[src/rtl/cnn_pkg.sv]
// Shared definitions for the CNN datapath stages (pooling, fully-connected).
package cnn_pkg;

  // Default pixel width and feature-map geometry of the network.
  localparam int PIX_W   = 32;
  localparam int FM_IN   = 24;
  localparam int FM_POOL = 12;

  typedef logic signed [PIX_W-1:0] pix_t;

  // Signed maximum; on a tie both operands are identical.
  function automatic pix_t smax(input pix_t a, input pix_t b);
    return (a > b) ? a : b;
  endfunction

endpackage

[src/rtl/pool_line_buf.sv]
// Half-line buffer holding the horizontal maxima of the even input row.
// Combinational read and synchronous write share one index.
module pool_line_buf #(
  parameter int DEPTH = 12,
  parameter int W     = 32,
  parameter int AW    = (DEPTH > 1) ? $clog2(DEPTH) : 1
) (
  input  logic          clk,
  input  logic          we,
  input  logic [AW-1:0] addr,
  input  logic [W-1:0]  wdata,
  output logic [W-1:0]  rdata
);

  logic [W-1:0] mem [DEPTH];

  // Store one horizontal pair maximum per accepted odd-column even-row pixel.
  always_ff @(posedge clk) begin
    if (we) mem[addr] <= wdata;
  end

  assign rdata = mem[addr];

endmodule

[src/rtl/pool_stream.sv]
// Streaming 2x2 stride-2 signed max-pool over a raster-ordered frame.
// The output register is a one-deep skid: when it is full and not being
// drained, all input is stalled.
module pool_stream
  import cnn_pkg::*;
#(
  parameter int DATA_W = PIX_W,
  parameter int IMG_W  = FM_IN,
  parameter int IMG_H  = FM_IN
) (
  input  logic              clk,
  input  logic              rst,
  input  logic              clear,
  input  logic              in_valid,
  output logic              in_ready,
  input  logic [DATA_W-1:0] in_data,
  output logic              out_valid,
  input  logic              out_ready,
  output logic [DATA_W-1:0] out_data,
  output logic              out_last,
  output logic              frame_done
);

  localparam int CW    = $clog2(IMG_W);
  localparam int RW    = $clog2(IMG_H);
  localparam int LB_D  = IMG_W / 2;
  localparam int LB_AW = (LB_D > 1) ? $clog2(LB_D) : 1;

  if ((IMG_W % 2) != 0 || IMG_W < 2) begin : g_bad_w
    $error("pool_stream: IMG_W must be even and >= 2");
  end
  if ((IMG_H % 2) != 0 || IMG_H < 2) begin : g_bad_h
    $error("pool_stream: IMG_H must be even and >= 2");
  end

  // Signed maximum at the module's own pixel width.
  function automatic logic [DATA_W-1:0] wmax(input logic [DATA_W-1:0] a,
                                             input logic [DATA_W-1:0] b);
    return ($signed(a) > $signed(b)) ? a : b;
  endfunction

  logic [CW-1:0]     col_reg;
  logic [RW-1:0]     row_reg;
  logic [DATA_W-1:0] h_reg;
  logic [DATA_W-1:0] out_data_reg;
  logic              out_valid_reg;
  logic              out_last_reg;
  logic              frame_done_reg;

  logic              accept;
  logic              col_last;
  logic              row_last;
  logic              lb_we;
  logic              load;
  logic [LB_AW-1:0]  lb_addr;
  logic [DATA_W-1:0] lb_rdata;
  logic [DATA_W-1:0] pair_max;
  logic [DATA_W-1:0] win_max;

  assign in_ready = ~out_valid_reg | out_ready;
  assign accept   = in_valid & in_ready & ~clear;
  assign col_last = (col_reg == CW'(IMG_W - 1));
  assign row_last = (row_reg == RW'(IMG_H - 1));
  assign lb_addr  = LB_AW'(col_reg >> 1);
  assign pair_max = wmax(h_reg, in_data);
  assign win_max  = wmax(lb_rdata, pair_max);
  // Even row, odd column: park the pair maximum for the next row.
  assign lb_we    = accept & ~row_reg[0] & col_reg[0];
  // Odd row, odd column: the 2x2 window is complete.
  assign load     = accept & row_reg[0] & col_reg[0];

  pool_line_buf #(
    .DEPTH (LB_D),
    .W     (DATA_W),
    .AW    (LB_AW)
  ) u_lb (
    .clk   (clk),
    .we    (lb_we),
    .addr  (lb_addr),
    .wdata (pair_max),
    .rdata (lb_rdata)
  );

  // Left pixel of each horizontal pair; deliberately not reset.
  always_ff @(posedge clk) begin
    if (accept && !col_reg[0]) h_reg <= in_data;
  end

  // Raster position, output register and end-of-frame pulse.
  always_ff @(posedge clk or negedge rst) begin
    if (!rst) begin
      col_reg        <= '0;
      row_reg        <= '0;
      out_data_reg   <= '0;
      out_valid_reg  <= 1'b0;
      out_last_reg   <= 1'b0;
      frame_done_reg <= 1'b0;
    end else if (clear) begin
      col_reg        <= '0;
      row_reg        <= '0;
      out_valid_reg  <= 1'b0;
      out_last_reg   <= 1'b0;
      frame_done_reg <= 1'b0;
    end else begin
      frame_done_reg <= out_valid_reg & out_ready & out_last_reg;
      if (accept) begin
        if (col_last) begin
          col_reg <= '0;
          row_reg <= row_last ? '0 : row_reg + 1'b1;
        end else begin
          col_reg <= col_reg + 1'b1;
        end
      end
      if (load) begin
        out_data_reg  <= win_max;
        out_valid_reg <= 1'b1;
        out_last_reg  <= row_last & col_last;
      end else if (out_valid_reg && out_ready) begin
        out_valid_reg <= 1'b0;
        out_last_reg  <= 1'b0;
      end
    end
  end

  assign out_valid  = out_valid_reg;
  assign out_data   = out_data_reg;
  assign out_last   = out_last_reg;
  assign frame_done = frame_done_reg;

endmodule

[config.mk]
export PLATFORM = sky130hd
export DESIGN_NAME = pool_stream
export DESIGN_NICKNAME = d
export VERILOG_FILES = /design/src/rtl/cnn_pkg.sv /design/src/rtl/pool_line_buf.sv /design/src/rtl/pool_stream.sv
export SDC_FILE = /design/constraint.sdc
export NUM_CORES = 1
export LEC_CHECK = 0
export BUFFER_PORTS_ARGS = -buffer_cell sky130_fd_sc_hd__buf_2
export CORE_UTILIZATION = 56
export DETAILED_ROUTE_END_ITERATION = 7
export PLACE_DENSITY_LB_ADDON = 0.08
export SLEW_MARGIN = 10
export SYNTH_ARGS = -nofsm -noshare
export SYNTH_HDL_FRONTEND = slang
export SYNTH_SLANG_ARGS = --single-unit
[constraint.sdc]
create_clock -name clk -period 4 [get_ports clk]
set_clock_uncertainty 0.1 [all_clocks]
set_input_delay 0.8 -clock clk [delete_from_list [all_inputs] [get_ports clk]]
set_output_delay 0.8 -clock clk [all_outputs]
set_load 0.02 [all_outputs]
==> metrics <==
global placement routability congestion 0.833; most repeated cell in the gate-level netlist after synthesis sky130_fd_sc_hd__edfxtp_1; master cell of the clock root buffer sky130_fd_sc_hd__clkbuf_16; Boundary Pins 73; sequential fraction of the synthesis area 67.3%; full die area 0.0369 mm^2; maximum root-to-sink buffer count 3; Cell variety after synth 55; count of warnings emitted by yosys 0; peak per-stage delay on the critical path 440 ps; critical path peak fanout 30; post-route fraction of the period consumed by the critical path 115%; mean post-synth cell area 17.7 um^2; Initial Util 56.9%; wire per inst 24.7 um; number of enable-type register cells in the synthesized netlist 416; number of antenna violations at the first check in global routing 2; share of cells above drive strength 1 40.9%; family with the most delay on the worst path compound AO/OA/AOI/OAI gates; antenna diode count 0; aggregate negative setup slack -18200 ps; remaining design rule violation count 0; count of buffering cells on the critical path with inverters included 2; site row count 69; pin count of the biggest net entering global routing 36; count of mapped cells out of synthesis 1142; Detailed Route WL 47400 um; kind of path behind the tightest hold check input pin to asynchronous set/reset pin; most frequent cells after synthesis sky130_fd_sc_hd__edfxtp_1, sky130_fd_sc_hd__mux4_2, sky130_fd_sc_hd__inv_1; Final Hold Vio Count 0; post-CTS clock slew at the launch and capture registers of the worst setup and hold paths 60 ps; number of flip-flops in the largest register 384; clock latency on the worst-skew pair 560 ps; number of nets at the end of the flow 1528; synthesis-to-finish area growth 22.7%; placeable core region 0.0356 mm^2; violations in the final reports setup timing; Least-Margin Pin Slew 992 ps; IR Drop Worst-Case VDD 0.399 mV; critical path startpoint category register; Synthesized Nets 1245; worst max-slew margin expressed relative to the limit 33.8%; number of register bits inferred by synthesis 461; cts bufs inserted 47; maximum level of the CTS H-tree 2; Top FF cell, synth sky130_fd_sc_hd__edfxtp_1; Required @ worst endpoint 4360 ps; number of clock sinks 461; RSZ-0062 raised after global routing true; Leakage 8.83 nW; buffers added on ports 72; Antenna Nets Post-Route 0; final design area excluding fillers 0.0248 mm^2; Achievable Freq 0.217 GHz; final count of pins violating max slew 0; first-pass iteration count of the detailed router 4; DPL Wire Length 31000 um; global router's overall resource usage 26.4%; list of cells traversed by the critical path ha_4 > a21oi_2 > o21ai_1 > a221o_1 > a221oi_4 > o211ai_2 > and2_4 > buf_12 > mux2i_4 > ha_1 > nand4_1 > nor2_1 > a221o_1 > o31ai_2 > o2111ai_2 > mux2i_4 > buf_12 > a31oi_1 > o31ai_2; largest area contributor in the netlist sky130_fd_sc_hd__edfxtp_1; placed instance area 0.0230 mm^2; horizontal die dimension 192 um; via count of the first global-routing pass 11428; vias 11394; CP max stage cell sky130_fd_sc_hd__edfxtp_1; clock tree from TritonCTS done; ratio of routed vias to standard cells 5.93; residual overflow from global routing 0; max-capacitance violation count 0; summed instance area of the synthesized netlist 0.0202 mm^2; final setup fails 32; Crit path arrival time 4960 ps; Die Y 192 um; DRT iter0 DRCs 920; Async SR Flop Fraction 9.76%; crit end category register; Worst Path Class, Setup register to register; result of the run finished, violations left; post-layout minimum cycle time 4600 ps; Filler cells 2300; area share of the largest cell type after synthesis 61.8%; power density over cell area 431 mW/mm^2; Worst Slack Setup Final -598 ps; Area contributors post-synth sky130_fd_sc_hd__edfxtp_1, sky130_fd_sc_hd__mux4_2, sky130_fd_sc_hd__dfrtp_1; cts hold-fix bufs 0; global-route wire length before repair 70000 um
power breakdown:
| part | switching [mW] | internal, mW |
|---|---|---|
| sequential | 0.0193 | 5.35 |
| clock | 1.81 | 2.39 |
| combinational | 0.625 | 0.522 |
layer usage:
layer / global-route usage (%) / up-vias / part of all wire (%)
li1: - / 5098 / -
met1: 39.3 / 5829 / 45
met2: 40.7 / 396 / 46
met3: 4.60 / 69 / 6.6
met4: 7.00 / 2 / 2.2
met5: 0 / - / 0.027
worst register-to-register path: cells and delay by family, from the launching register on:
| family | cells | cell delay, ps |
|---|---|---|
| AOI/OAI and AO/OA | 10 | 2040 |
| adders and majority gates | 2 | 560 |
| muxes | 2 | 490 |
| DFF | 1 | 440 |
| buffers and inverters | 2 | 430 |
| and+or+nand+nor | 3 | 430 |
final timing paths:
path | slack, ps | from | depth (start not counted) | endpoint
worst max-delay path | -600 | h_reg[7]$_DFFE_PP_ | 19 | out_data[13]$_DFFE_PN0P_
worst min-delay path | 240 | rst | 1 | out_data[5]$_DFFE_PN0P_
worst max register to register | -600 | h_reg[7]$_DFFE_PP_ | 19 | out_data[13]$_DFFE_PN0P_
worst min register to register | 450 | out_data[0]$_DFFE_PN0P_ | 2 | out_data[0]$_DFFE_PN0P_
max in group asynchronous | 2800 | rst | 2 | out_data[23]$_DFFE_PN0P_
min in group clk | 410 | out_ready | 3 | frame_done$_DFF_PN0_
timing repair:
action                     in CTS  in global routing
resized for setup              21                 11
pin swaps                       0                  1
setup endpoints to repair      32                 32
cloned                          2                  1
setup buffers                   3                  3
cell usage in the layout, fill, tap and decap left out, types with 6 or more instances in the layout:
cell and n:
sky130_fd_sc_hd__a21oi_1 26, sky130_fd_sc_hd__a31oi_1 15, sky130_fd_sc_hd__a31oi_2 11, sky130_fd_sc_hd__and2_1 32
sky130_fd_sc_hd__buf_12 17, sky130_fd_sc_hd__buf_2 72, sky130_fd_sc_hd__buf_4 196, sky130_fd_sc_hd__clkbuf_1 6
sky130_fd_sc_hd__clkbuf_16 49, sky130_fd_sc_hd__clkinv_1 8, sky130_fd_sc_hd__clkinv_2 9, sky130_fd_sc_hd__dfrtp_1 41
sky130_fd_sc_hd__edfxtp_1 416, sky130_fd_sc_hd__ha_1 53, sky130_fd_sc_hd__ha_4 13, sky130_fd_sc_hd__inv_1 58
sky130_fd_sc_hd__inv_2 6, sky130_fd_sc_hd__mux2i_1 37, sky130_fd_sc_hd__mux2i_4 31, sky130_fd_sc_hd__mux4_2 96
sky130_fd_sc_hd__nand2_1 57, sky130_fd_sc_hd__nand3_1 10, sky130_fd_sc_hd__nand4_1 10, sky130_fd_sc_hd__nor2_1 22
sky130_fd_sc_hd__nor2_4 8, sky130_fd_sc_hd__o21ai_0 38, sky130_fd_sc_hd__o31ai_2 29
area by class of cell:
| cell class | instances | area [um^2] | area share (%) |
|---|---|---|---|
| inverters | 67 | 267 | 1.07 |
| flip-flops and latches | 461 | 13600 | 54.9 |
| repair buffers | 290 | 2270 | 9.16 |
| multi-input cells | 558 | 6610 | 26.6 |
| well taps | 461 | 577 | 2.32 |
| clock inverters | 29 | 245 | 0.988 |
| clock buffers | 54 | 1220 | 4.93 |
metrics by stage:
stage / hold slack (ps) / total power, mW / util (%) / setup WS (ps) / instances
3_3_place_gp: 421 / 6.48 / 64.7 / -1210 / 1828
4_1_cts: 228 / 10.8 / 69.4 / -624 / 1916
2_1_floorplan: 398 / 6.10 / - / -694 / 1142
3_5_place_dp: 432 / 6.51 / 64.7 / -1250 / 1828
6_report: 238 / 10.7 / 69.8 / -598 / 1920
5_1_grt: 282 / 11.0 / 69.8 / -773 / 1920
cells by family after synthesis:
group	Yosys count	share of synthesized area [%]
compound gates	156	5.60
xor+xnor	2	0.0866
buf+inv	123	2.70
simple gates	170	4.29
flops	461	67.3
fa+ha+maj	66	4.08
mux	164	15.9
(Power assumes the default switching activity.)
